[src/rtl/led_fade_scheduler.sv]
// Round-robin arbiter sharing one LED fader among four event requesters.
// Latency req->trigger 2 cycles; no backpressure, requests queue as pending bits until their fade and guard gap finish.
module led_fade_scheduler #(
    parameter int GAP_CYCLES = 2
) (
    input  logic         clock,
    input  logic         reset,
    input  logic [3:0]   req,
    input  logic [95:0]  cor_req,
    input  logic [115:0] idx_req,
    input  logic         flush,
    output logic         fader_trigger,
    output logic [23:0]  fader_cor,
    output logic [28:0]  fader_max_idx,
    output logic [3:0]   grant,
    output logic         busy
);

    typedef enum logic [1:0] {S_IDLE, S_FADE, S_GAP} state_t;

    state_t      state;
    logic [3:0]  pend;
    logic [1:0]  ptr;
    logic [28:0] wcnt;
    logic [7:0]  gcnt;

    logic        win_vld;
    logic [1:0]  win;
    logic [1:0]  cand;
    logic [3:0]  win_oh;
    logic [23:0] win_cor;
    logic [28:0] win_idx;
    logic [27:0] win_len;
    logic [28:0] wload;
    logic [3:0]  clr;

    // Scan from the farthest offset down so the nearest set bit to ptr wins.
    always_comb begin
        win_vld = 1'b0;
        win     = ptr;
        cand    = ptr;
        for (int k = 3; k >= 0; k--) begin
            cand = ptr + 2'(k);
            if (pend[cand]) begin
                win_vld = 1'b1;
                win     = cand;
            end
        end
    end

    always_comb begin
        win_cor = cor_req[23:0];
        win_idx = idx_req[28:0];
        for (int i = 0; i < 4; i++) begin
            if (win == 2'(i)) begin
                win_cor = cor_req[24*i +: 24];
                win_idx = idx_req[29*i +: 29];
            end
        end
    end

    // Fade must last until the fader output is black: L = max(1, idx/2), plus two cycles of pipeline.
    assign win_oh  = 4'b0001 << win;
    assign win_len = (win_idx[28:1] == 28'd0) ? 28'd1 : win_idx[28:1];
    assign wload   = {1'b0, win_len} + 29'd2;
    assign clr     = (state == S_IDLE && win_vld) ? win_oh : 4'b0000;
    assign busy    = (state != S_IDLE);

    always_ff @(posedge clock or posedge reset) begin
        if (reset) begin
            state         <= S_IDLE;
            pend          <= 4'b0000;
            ptr           <= 2'd0;
            wcnt          <= 29'd0;
            gcnt          <= 8'd0;
            fader_trigger <= 1'b0;
            grant         <= 4'b0000;
            fader_cor     <= 24'd0;
            fader_max_idx <= 29'd0;
        end else begin
            fader_trigger <= 1'b0;
            grant         <= 4'b0000;
            if (flush) begin
                state <= S_IDLE;
                pend  <= 4'b0000;
            end else begin
                pend <= (pend & ~clr) | req;
                case (state)
                    S_IDLE: begin
                        if (win_vld) begin
                            fader_trigger <= 1'b1;
                            grant         <= win_oh;
                            fader_cor     <= win_cor;
                            fader_max_idx <= win_idx;
                            wcnt          <= wload;
                            ptr           <= win + 2'd1;
                            state         <= S_FADE;
                        end
                    end
                    S_FADE: begin
                        wcnt <= wcnt - 29'd1;
                        if (wcnt == 29'd1) begin
                            if (GAP_CYCLES == 0) begin
                                state <= S_IDLE;
                            end else begin
                                gcnt  <= 8'(GAP_CYCLES);
                                state <= S_GAP;
                            end
                        end
                    end
                    S_GAP: begin
                        gcnt <= gcnt - 8'd1;
                        if (gcnt == 8'd1) state <= S_IDLE;
                    end
                    default: state <= S_IDLE;
                endcase
            end
        end
    end

endmodule

[config.mk]
export PLATFORM = sky130hd
export DESIGN_NAME = led_fade_scheduler
export DESIGN_NICKNAME = d
export VERILOG_FILES = /design/src/rtl/led_fade_scheduler.sv
export SDC_FILE = /design/constraint.sdc
export NUM_CORES = 1
export LEC_CHECK = 0
export CAP_MARGIN = 30
export CORE_MARGIN = 5
export CORE_UTILIZATION = 70
export CTS_CLUSTER_SIZE = 10
export DETAILED_ROUTE_END_ITERATION = 7
export DONT_BUFFER_PORTS = 1
export GPL_TIMING_DRIVEN = 0
export PLACE_DENSITY = 0.86
export SETUP_SLACK_MARGIN = 0.5
export SLEW_MARGIN = 20
export SYNTH_ARGS = -nofsm -noshare
export SYNTH_HDL_FRONTEND = slang
export SYNTH_SLANG_ARGS = --single-unit
[constraint.sdc]
create_clock -name clock -period 13.4 [get_ports clock]
set_clock_uncertainty 0.1 [all_clocks]
set_input_delay 2.68 -clock clock [delete_from_list [all_inputs] [get_ports clock]]
set_output_delay 2.68 -clock clock [all_outputs]
set_load 0.01 [all_outputs]
======== After elaboration in Yosys (flattened, before gate mapping) ========
Index checks and enable logic that the tools add are counted.
cells by class
  eq/ne operators ......................... 12
  add/sub/neg operators ................... 7
  magnitude comparators ................... 4
  multiplexer cells ....................... 40
  bitwise operators ....................... 4
  shifts and indexed selects .............. 1
  reduce and logical (&&, ||, !) cells .... 10
operators by type and width
  kind                     number
  $mux W29                 4
  $mux W24                 3
  $pmux W29 S2             1
  $add A28 B2 Y29 const B  1
  $eq A29 B1 Y1 const B    1
  $sub A29 B1 Y29 const B  1
  $logic_not A28 Y1        1
  $mux W28                 1
  $mux W4                  5
  $mux W2                  8
  $pmux W8 S2              1
  $lt A2 B3 Y1 const B     4
  $reduce_and A3 Y1        4
  $mux W1                  11
  $ne A3 B3 Y1 const B     3
  $bmux W1 S2              4
  $eq A8 B1 Y1 const B     1
  $mux W8                  1
  $sub A8 B1 Y8 const B    1
  $eq A2 B2 Y1 const B     3
  $pmux W2 S3              1
  $reduce_bool A2 Y1       3
  $add A2 B1 Y2 const B    2
  $add A2 B2 Y2 const B    2
  9 further kinds          11
word-level totals
  logic and storage cells ................. 87
  bits in registers ....................... 103

======== Depth between registers and ports, before layout ========
Gate-level depths: netlist of the first run.
  depth in word-level cells ............... 16
  mapped depth ............................ 19
  depth with buffers taken out ............ 15

======== Worst setup path after synthesis of the first run ========
OpenSTA, ideal clock, no wires.
  path type ............................... input-to-reg
  from .................................... input idx_req[32]
  to ...................................... register wcnt[27]
  data required time ...................... 13.231 ns
  stages .................................. 10
  setup time .............................. 0.069 ns
  arrival ................................. 5.418 ns
  path slack .............................. 7.813 ns
  buffers on the path ..................... 0
  cells stage by stage .................... mux2i_1 -> a222oi_1 -> ha_1 -> nand2_1 -> o21ai_0 -> a31oi_1 -> or4_1 -> or4_1 -> or4_1 -> nand3_1
on the way
  longest elaborated chain between the ends .. 8
RTL lines
  element                    RTL line  text
  start, declared            10        input logic [115:0] idx_req,
  $mux W29 (*) (3 in a row)  55        if (win == 2'(i)) begin
  $logic_not A28 Y1          64        assign win_len = (win_idx[28:1] == 28'd0) ? 28'd1 : win_idx[28:1];
  $mux W28 (*)               64
  $add A28 B2 Y29 (*)        65        assign wload = {1'b0, win_len} + 29'd2;
  $mux W29 (*)               90        if (win_vld) begin
  $pmux W29 S2 (*)           88        case (state)
  end signal, assigned       95        wcnt <= wload;
  end signal, assigned       101       wcnt <= wcnt - 29'd1;
  end, declared              24        logic [28:0] wcnt;
Every way passes the cells marked *; elsewhere a longest branch is shown, timed or not. The select of a mux whose other input is x is not followed.
A chain may end at the register's enable or synchronous reset.

======== Final worst setup path of the first run ========
  from .................................... input idx_req[31]
  to ...................................... register wcnt[27]
The elaborated chain is that of the path after synthesis.

==> impl_metrics.env, run 1 <==
export IMPL_maxCapViolations=0
export IMPL_core_area_um2=10100
export IMPL_setup_viol=0
export IMPL_vdd_ir_drop_max_mv=0.182
export IMPL_wl_met2_mm=12.0
export IMPL_avgSynthCellArea_um2=7.94
export IMPL_grt_max_degree=68
export IMPL_via_count=7465
export IMPL_min_period_over_period=0.431
export IMPL_wl_per_cell_um=24.3
export IMPL_grt_pass1_wl_mm=40.1
export IMPL_crit_slowest_cell="or4_1"
export IMPL_leakage_nw=3.14
export IMPL_async_flop_share=1.00
export IMPL_tns_ns=0
export IMPL_post_place_ws_ns=7.30
export IMPL_die_h_um=111
export IMPL_worst_hold_startpoint="gcnt[1]"
export IMPL_die_w_um=111
export IMPL_worst_setup_path_type="input pin to register"
export IMPL_grtUsageTotal=0.406
export IMPL_synthCells=902
export IMPL_nets=1142
export IMPL_synth_nets=1130
export IMPL_arrival_ns=5.99
export IMPL_hold_violations=0
export IMPL_tritoncts="yes"
export IMPL_min_period_ns=5.77
export IMPL_synth_seq_area_share=0.360
export IMPL_cts_buffers=9
export IMPL_clk_path_buf_depth=2
export IMPL_max_slew_worst_pin_slew_ns=0.992
export IMPL_ys_types=67
export IMPL_stdcell_count=1056
export IMPL_wirelength_mm=25.7
export IMPL_cp_startpoint="idx_req[31]"
export IMPL_cp_required_ns=13.62
export IMPL_slew_headroom=0.339
export IMPL_ys_top_cells_by_area="dfrtp_1, nand2_1, mux2i_1"
export IMPL_power_density_nw_per_um2=217
export IMPL_critPathMaxStageDelay_ns=0.72
export IMPL_cts_htree_levels=3
export IMPL_synth_edf_count=0
export IMPL_pin_count=278
export IMPL_timing_fmax_ghz=0.173
export IMPL_finalWorstSetupSlack_ns=7.63
export IMPL_hp_class="register to register"
export IMPL_worstReg2RegStart="pend[0]"
export IMPL_cts_hold_buf=0
export IMPL_final_core_util=0.744
export IMPL_p_sw_mw=0.829
export IMPL_combPwrFrac=0.520
export IMPL_initial_utilization=0.706
export IMPL_rows=37
export IMPL_rsz0062_at_grt="no"
export IMPL_first_pass_iters=8
export IMPL_placedCellCount=1039
export IMPL_drive_above_1_share=0.0501
export IMPL_dr_wl_met3_mm=3.22
export IMPL_yosysWarnings=0
export IMPL_p_int_mw=0.811
export IMPL_drtIter0Drc=1026
export IMPL_clkSinkCount=103
export IMPL_ant_nets=0
export IMPL_multiInputGateArea_um2=4230
export IMPL_drc=0
export IMPL_viasPerCell=7.07
export IMPL_top_layer="met4"
export IMPL_end_kind="register"
export IMPL_power_frac_seq=0.366
export IMPL_grt_pass1_vias=7171
export IMPL_cts_root_buffer="clkbuf_8"
export IMPL_cpMostUsedCell="or4_1"
export IMPL_cts_clk_slew_worst_paths_ns=0.10
export IMPL_cts_setup_buffers=0
export IMPL_worstPathCellList="mux2i_1 -> a211oi_1 -> ha_1 -> nand2_1 -> o21ai_0 -> a31oi_1 -> or4_1 -> or4_1 -> or4_1 -> nand3_1"
export IMPL_portBuffers=0
export IMPL_met1Wirelength_mm=9.56
export IMPL_hpwlAfterDp_mm=20.3
export IMPL_synth_most_common_cell="nand2_1"
export IMPL_outcome="finished clean"
export IMPL_area_sequential_um2=2580
export IMPL_startpoint_type="input pin"
export IMPL_ys_ff_latch=103
export IMPL_slew_violations=0
export IMPL_cts_resized=0
export IMPL_antenna_found_initial=1
export IMPL_insertion_delay_ns=0.39
export IMPL_synth_top_area_frac=0.360
export IMPL_nFillCells=772
export IMPL_synthToLayoutAreaGrowth_pct=5.40
export IMPL_synthTopCellsByCount="nand2_1, nor2_1, dfrtp_1"
export IMPL_netlist_top_cell_by_area="dfrtp_1"
export IMPL_netlist_area_um2=7160
export IMPL_sw_frac_of_total=0.506
export IMPL_power_frac_clock=0.114
export IMPL_critical_path_max_fanout=6
export IMPL_ys_flop_type="dfrtp_1"
export IMPL_gr_total_overflow=0
export IMPL_die_area_um2=12300
export IMPL_gp_congestion=0.994
==> power by group through the flow <==
| stage | clock network [mW] | logic, mW | registers [mW] |
|---|---|---|---|
| after floorplan | 0 | 0.612 | 0.553 |
| after global placement | 0 | 0.797 | 0.596 |
| after detailed placement | 0 | 0.822 | 0.600 |
| after CTS | 0.185 | 0.824 | 0.597 |
| after global routing | 0.202 | 0.922 | 0.612 |
| final | 0.188 | 0.852 | 0.600 |
==> per-layer routing <==
layer | track usage | vias to the layer above
li1 | - | 3231
met3 | 0.109 | 93
met1 | 0.541 | 3550
met5 | 0 | -
met2 | 0.644 | 591
met4 | 0.143 | 0
==> state kept, by name (all words and copies together), names as in the netlist <==
name           flops
wcnt              29
state              2
fader_trigger      1
fader_cor         24
grant              4
pend               4
fader_max_idx     29
ptr                2
gcnt               8
==> per-stage QoR <==
stage          instance area, um^2  total power, mW  hold WS, ns
3_3_place_gp                  7330             1.39        0.370
2_1_floorplan                 7160             1.16        0.349
4_1_cts                       7540             1.61        0.403
5_1_grt                       7550             1.74        0.455
6_report                      7550             1.64        0.403
3_5_place_dp                  7360             1.42        0.380
==> cells in the final DEF (no fill, tap or decap), types with 4 or more instances in the layout <==
cell type,n
a211o_1,8
a21o_1,5
a21oi_1,84
a31oi_1,11
and3_1,5
buf_1,9
buf_2,6
clkbuf_1,38
clkbuf_8,9
dfrtp_1,103
ha_1,9
inv_1,22
mux2_1,8
mux2_2,6
mux2i_1,49
nand2_1,131
nand2b_1,10
nand3_1,10
nand4_1,6
nor2_1,106
nor2b_1,13
nor3_1,18
nor3b_1,9
nor4_1,15
nor4b_1,4
o211ai_1,6
o21a_1,5
o21ai_0,81
o21ai_1,14
o221ai_1,9
o22ai_1,5
o31ai_1,4
or2_1,5
or2_2,4
or3_1,9
or4_1,5
xnor2_1,11
xor2_1,11
==> worst max-delay path: cells and delay by family <==
kind	cells	cell delay [ns]
AO/OA/AOI/OAI	3	0.91
adder cells (fa/ha/maj)	1	0.37
multiplexers	1	0.05
AND/OR/NAND/NOR	5	1.99
==> final timing paths <==
path	to	slack (ns)	depth (start not counted)
max in group asynchronous	fader_max_idx[5]	10.55	2
max reg2reg	wcnt[27]	7.79	17
min in group asynchronous	gcnt[1]	2.03	1
min reg2reg	gcnt[1]	0.40	1
min	gcnt[1]	0.40	1
max	wcnt[27]	7.63	10
==> layout make-up <==
type | count | area share
Clock inverter | 7 | 0.00763
Sequential cell | 103 | 0.342
Timing Repair Buffer | 1 | 0.00365
Tap cell | 136 | 0.0226
Antenna cell | 1 | 0.000332
Multi-Input combinational cell | 718 | 0.560
Inverter | 24 | 0.0126
Buffer | 57 | 0.0352
Clock buffer | 9 | 0.0164
==> kinds of logic (layout without fill, tap and decap cells) <==
family / Yosys count / in the layout / share of synthesized area
AO/OA/AOI/OAI: 257 / 257 / 0.213
XOR/XNOR: 22 / 22 / 0.0269
adder cells (fa/ha/maj): 9 / 9 / 0.0157
buffers and inverters: 81 / 98 / 0.0496
flip-flops: 103 / 103 / 0.360
multiplexers: 63 / 63 / 0.0905
other: 0 / 1 / 0
AND/OR/NAND/NOR: 367 / 367 / 0.244
Power figures use the tool's default switching activity.
==> run 2, diff against run 1 <==
- CORE_UTILIZATION: 70 -> 59
- PLACE_DENSITY: 0.86 -> 0.78
- clock period: 13.4 -> 4.6 ns (I/O delays scaled with it)
==> run 2 against run 1 <==
Compared with the run above:
- the flow now finishes with violations (design-rule violations)
- power increased to 3.2 times the previous value
- first-iteration DRC count decreased by 15%
- sequential share of layout area decreased by 2.3 points
- clock power increased to 4.1 times the previous value
- combinational power increased to 3.2 times the previous value
- wire length decreased by 1.1%
- register-to-register slack got worse by 7.5 ns
- critical path type is now register to register
- largest power group unchanged
==> impl_metrics.env, run 2 (synthesis results as in run 1) <==
export IMPL_grt_pass1_wl_mm=38.9
export IMPL_arrival_ns=4.53
export IMPL_grt_max_degree=67
export IMPL_ant_nets=0
export IMPL_critPathTopFamily="simple AND/OR/NAND/NOR gates"
export IMPL_viasPerCell=6.68
export IMPL_die_h_um=120
export IMPL_drive_above_1_share=0.106
export IMPL_setup_viol=0
export IMPL_first_pass_iters=8
export IMPL_cts_clk_slew_worst_paths_ns=0.08
export IMPL_tritoncts="yes"
export IMPL_max_slew_worst_pin_slew_ns=0.930
export IMPL_core_area_um2=12000
export IMPL_rows=40
export IMPL_leakage_nw=3.39
export IMPL_wl_per_cell_um=23.4
export IMPL_rsz0062_at_grt="yes"
export IMPL_power_frac_clock=0.148
export IMPL_hold_slack_ns=0.314
export IMPL_gr_total_overflow=0
export IMPL_insertion_delay_ns=0.36
export IMPL_grt_pass1_vias=6944
export IMPL_worstReg2RegStart="pend[0]"
export IMPL_outcome="finished, violations left"
export IMPL_startpoint_type="register"
export IMPL_stdcell_count=1085
export IMPL_r2r_cells=19
export IMPL_initial_utilization=0.599
export IMPL_maxCapViolations=0
export IMPL_cp_buffers_inverters=5
export IMPL_reg_top3="fader_max_idx x29, wcnt x29, fader_cor x24"
export IMPL_timing_fmax_ghz=0.230
export IMPL_hp_class="input pin to asynchronous set/reset pin"
export IMPL_rr_endpoint="wcnt[27]"
export IMPL_sw_frac_of_total=0.478
export IMPL_total_power_mw=5.26
export IMPL_end_kind="register"
export IMPL_combPwrFrac=0.522
export IMPL_slew_violations=0
export IMPL_power_density_nw_per_um2=650
export IMPL_clkSinkCount=103
export IMPL_grt_use_met3=0.0924
export IMPL_hpwlAfterDp_mm=19.1
export IMPL_nFillCells=1012
export IMPL_placedInstanceArea_um2=7420
export IMPL_worstPathCellList="buf_4 -> nand2_1 -> a21oi_4 -> o21ai_4 -> inv_2 -> ha_4 -> buf_6 -> buf_12 -> buf_12 -> mux2i_1 -> a211oi_4 -> ha_4 -> nand2_1 -> o21ai_1 -> a31oi_1 -> or4_4 -> or4_4 -> or4_1 -> nand3_1"
export IMPL_die_area_um2=14400
export IMPL_cts_buffers=9
export IMPL_drtIter0Drc=871
export IMPL_power_frac_seq=0.330
export IMPL_p_sw_mw=2.51
export IMPL_vdd_ir_drop_max_mv=0.437
export IMPL_antenna_cells=0
export IMPL_critical_path_max_fanout=8
export IMPL_grtUsageMet2=0.529
export IMPL_via_count=7251
export IMPL_die_w_um=120
export IMPL_cts_htree_levels=3
export IMPL_met1_usage=0.471
export IMPL_crit_slowest_cell="or4_4"
export IMPL_wirelength_mm=25.4
export IMPL_final_core_util=0.677
export IMPL_failed_checks="design-rule violations"
export IMPL_synthToLayoutAreaGrowth_pct=13.1
export IMPL_clk_path_buf_depth=2
export IMPL_portBuffers=0
export IMPL_mostFrequentLayoutCells="nand2_1, nor2_1, dfrtp_1, a21oi_1, o21ai_0"
export IMPL_critPathMaxStageDelay_ns=0.54
export IMPL_hold_violations=0
export IMPL_min_period_over_period=0.944
export IMPL_min_period_ns=4.34
export IMPL_r2r_slack_ns=0.26
export IMPL_drc=2
export IMPL_antenna_found_initial=0
export IMPL_grt_busiest_layer="met2"
export IMPL_cts_root_buffer="clkbuf_16"
export IMPL_final_common_cell="nand2_1"
export IMPL_worst_setup_path_type="register to register"
export IMPL_design_area_um2=8090
export IMPL_grtUsageTotal=0.346
export IMPL_cp_required_ns=4.79
export IMPL_nets=1161
export IMPL_pin_count=278
export IMPL_gp_congestion=0.989
export IMPL_placedCellCount=1050
export IMPL_p_int_mw=2.74
export IMPL_slew_headroom=0.373
run 2: cell types whose count changed in the layout (fill, tap and decap cells not counted), sizes merged:
cell	previous run	this run
clkinv	4	1
clkbuf	47	50
buf	20	38
inv	25	27
clkinvlp	2	1
diode	1	0
run 2: worst max-delay path by stage:
stage	from	to	slack, ns	cells after the start
global placement	pend[3]	wcnt[27]	-0.46	16
CTS	pend[3]	wcnt[27]	0.32	19
floorplan	pend[3]	wcnt[27]	0.38	18
detailed placement	pend[0]	wcnt[15]	-0.47	18
finish	pend[0]	wcnt[27]	0.26	19
global route	pend[3]	wcnt[27]	0.1	18
run 2: layout make-up:
type                       instances  area, um^2  share of cell area
sequential                       103        2580               0.319
clock inverter                     5        47.5             0.00587
inverter                          24        95.1              0.0117
tap                              147         184              0.0227
timing repair buffer              20         183              0.0226
clock buffer                      11         253              0.0312
multi-input combinational        718        4440               0.548
buffer                            57         314              0.0388
run 2: power groups by stage:
| stage | logic, mW | clock network, mW | registers [mW] |
|---|---|---|---|
| 6_report | 2.75 | 0.779 | 1.73 |
| 5_1_grt | 2.98 | 0.830 | 1.78 |
| 4_1_cts | 2.57 | 0.790 | 1.72 |
| 3_5_place_dp | 2.41 | 0 | 1.73 |
| 3_3_place_gp | 2.36 | 0 | 1.73 |
| 2_1_floorplan | 1.81 | 0 | 1.61 |
run 2: routing by layer:
layer | up-vias | share of wire
met2 | 441 | 0.46
met5 | - | 0
li1 | 3276 | -
met3 | 73 | 0.098
met1 | 3461 | 0.41
met4 | 0 | 0.036
run 2: through the flow:
step | setup WS, ns | TNS (ns)
after floorplan | 0.385 | 0
after global placement | -0.460 | -32.70
after detailed placement | -0.467 | -4.06
after CTS | 0.316 | 0
after global routing | 0.0985 | 0
final | 0.260 | 0
run 2: timing repair:
action                                  4_1_cts  5_1_grt
setup buffers                                16        3
hold buffers                                  0        0
gates resized for setup                      26       24
pin swaps                                     9        9
endpoints found under the setup margin       22       35
==> run 3, diff against run 2 <==
- CORE_UTILIZATION: 59 -> 65
- PLACE_DENSITY: 0.78 -> 0.81
- clock period: 4.6 -> 4.8 ns (I/O delays scaled with it)
==> run 3 against run 2 <==
Compared with the run above:
- the flow now finishes without violations
- sequential cell count did not move
- final area rose by 3.9%
- cell count rose by 3.3%
- highest routed layer unchanged
- wire length rose by 11%
==> impl_metrics.env, run 3 (synthesis results as in run 1) <==
export IMPL_grt_pass1_vias=7565
export IMPL_nFillCells=743
export IMPL_grt_max_degree=66
export IMPL_power_density_nw_per_um2=622
export IMPL_max_slew_worst_pin_slew_ns=0.974
export IMPL_multiInputGateArea_um2=4470
export IMPL_drive_above_1_share=0.157
export IMPL_viasPerCell=6.99
export IMPL_vdd_ir_drop_max_mv=0.605
export IMPL_outcome="finished clean"
export IMPL_end_kind="register"
export IMPL_cts_hold_buf=0
export IMPL_placedCellCount=1043
export IMPL_clkSinkCount=103
export IMPL_via_count=7831
export IMPL_drtIter0Drc=1077
export IMPL_r2r_cells=19
export IMPL_slew_violations=0
export IMPL_first_pass_iters=6
export IMPL_ant_nets=0
export IMPL_pin_count=278
export IMPL_final_core_util=0.776
export IMPL_wirelength_mm=28.1
export IMPL_maxCapViolations=0
export IMPL_hold_slack_ns=0.311
export IMPL_area_sequential_um2=2580
export IMPL_r2r_slack_ns=0.38
export IMPL_clk_path_buf_depth=2
export IMPL_critical_path_max_fanout=8
export IMPL_portBuffers=0
export IMPL_core_area_um2=10800
export IMPL_antenna_cells=0
export IMPL_wl_per_cell_um=25.0
export IMPL_placedInstanceArea_um2=7390
export IMPL_final_common_cell="nand2_1"
export IMPL_mostFrequentLayoutCells="nand2_1, nor2_1, dfrtp_1, a21oi_1, o21ai_0"
export IMPL_timing_fmax_ghz=0.226
export IMPL_nets=1204
export IMPL_post_place_ws_ns=-0.159
export IMPL_rr_endpoint="wcnt[27]"
export IMPL_cts_clk_slew_worst_paths_ns=0.12
export IMPL_design_area_um2=8410
export IMPL_leakage_nw=3.57
export IMPL_die_area_um2=13200
export IMPL_min_period_over_period=0.921
export IMPL_initial_utilization=0.660
export IMPL_grtUsageTotal=0.398
export IMPL_hpwlAfterDp_mm=20.2
export IMPL_reg_top3="fader_max_idx x29, wcnt x29, fader_cor x24"
export IMPL_grt_pass1_wl_mm=41.1
export IMPL_cp_startpoint="ptr[1]"
export IMPL_insertion_delay_ns=0.40
export IMPL_worstReg2RegStart="ptr[1]"
export IMPL_cp_required_ns=4.97
export IMPL_antenna_found_initial=0
export IMPL_slew_headroom=0.351
export IMPL_cts_root_buffer="clkbuf_8"
export IMPL_arrival_ns=4.58
export IMPL_tritoncts="yes"
export IMPL_setup_viol=0
export IMPL_drc=0
export IMPL_die_h_um=115
export IMPL_startpoint_type="register"
export IMPL_cts_htree_levels=3
export IMPL_gr_total_overflow=0
export IMPL_finalWorstSetupSlack_ns=0.381
export IMPL_stdcell_count=1121
export IMPL_synthToLayoutAreaGrowth_pct=17.5
export IMPL_hp_class="input pin to asynchronous set/reset pin"
export IMPL_gp_congestion=1.01
export IMPL_rsz0062_at_grt="yes"
export IMPL_hold_violations=0
export IMPL_worst_setup_path_type="register to register"
export IMPL_die_w_um=115
export IMPL_cts_buffers=9
export IMPL_min_period_ns=4.42
export IMPL_rows=38
==> run 3: repair_timing <==
| item | CTS | global route |
|---|---|---|
| gates resized for setup | 32 | 64 |
| buffers inserted | 47 | 14 |
| cloned | 0 | 1 |
| pin swaps | 18 | 22 |
| endpoints found under the setup margin | 17 | 35 |
==> run 3: power breakdown <==
part	leakage (nW)	switching (mW)	internal (mW)
Combinational	2.20	1.76	1.24
Clock	0.0926	0.329	0.219
Sequential	1.27	0.462	1.22
Total	3.57	2.55	2.68
==> run 3: final cells by class <==
cell class              instances  area share
plain buffers                  57      0.0400
clock buffers                  12      0.0184
clock inverters                 4     0.00357
inverters                      24      0.0113
multi-input cells             718       0.532
flip-flops and latches        103       0.307
well taps                     140      0.0208
repair buffers                 63      0.0672
==> run 3: routing by layer <==
metal | global-route usage | routed length (um) | vias to the layer above
li1 | - | - | 3358
met5 | 0 | 0 | -
met3 | 0.116 | 3560 | 118
met1 | 0.545 | 10400 | 3745
met4 | 0.141 | 1130 | 0
met2 | 0.606 | 13000 | 610
==> run 3: how the worst max path moves through the flow <==
stage,endpoint
finish,wcnt[27]
global route,wcnt[27]
CTS,wcnt[27]
detailed placement,wcnt[25]
global placement,wcnt[23]
floorplan,wcnt[27]
==> run 3: stage by stage <==
stage          TNS, ns  power [mW]
2_1_floorplan        0        3.27
3_3_place_gp    -0.311        3.90
3_5_place_dp    -0.871        3.99
4_1_cts              0        4.81
5_1_grt              0        5.49
6_report             0        5.23
==> run 3: critical path, cell delays in order (launching register included) <==
cell       delay [ns]
dfrtp_2          0.50
or2_4            0.28
a21oi_4          0.18
o21ai_4          0.08
buf_6            0.13
ha_4             0.16
buf_6            0.13
buf_12           0.13
clkbuf_16        0.15
a222oi_1         0.31
buf_4            0.19
ha_4             0.16
nand2_2          0.05
o21ai_1          0.11
a31oi_1          0.07
or4_4            0.53
or4_4            0.54
buf_6            0.16
o31ai_2          0.22
nand3_1          0.09
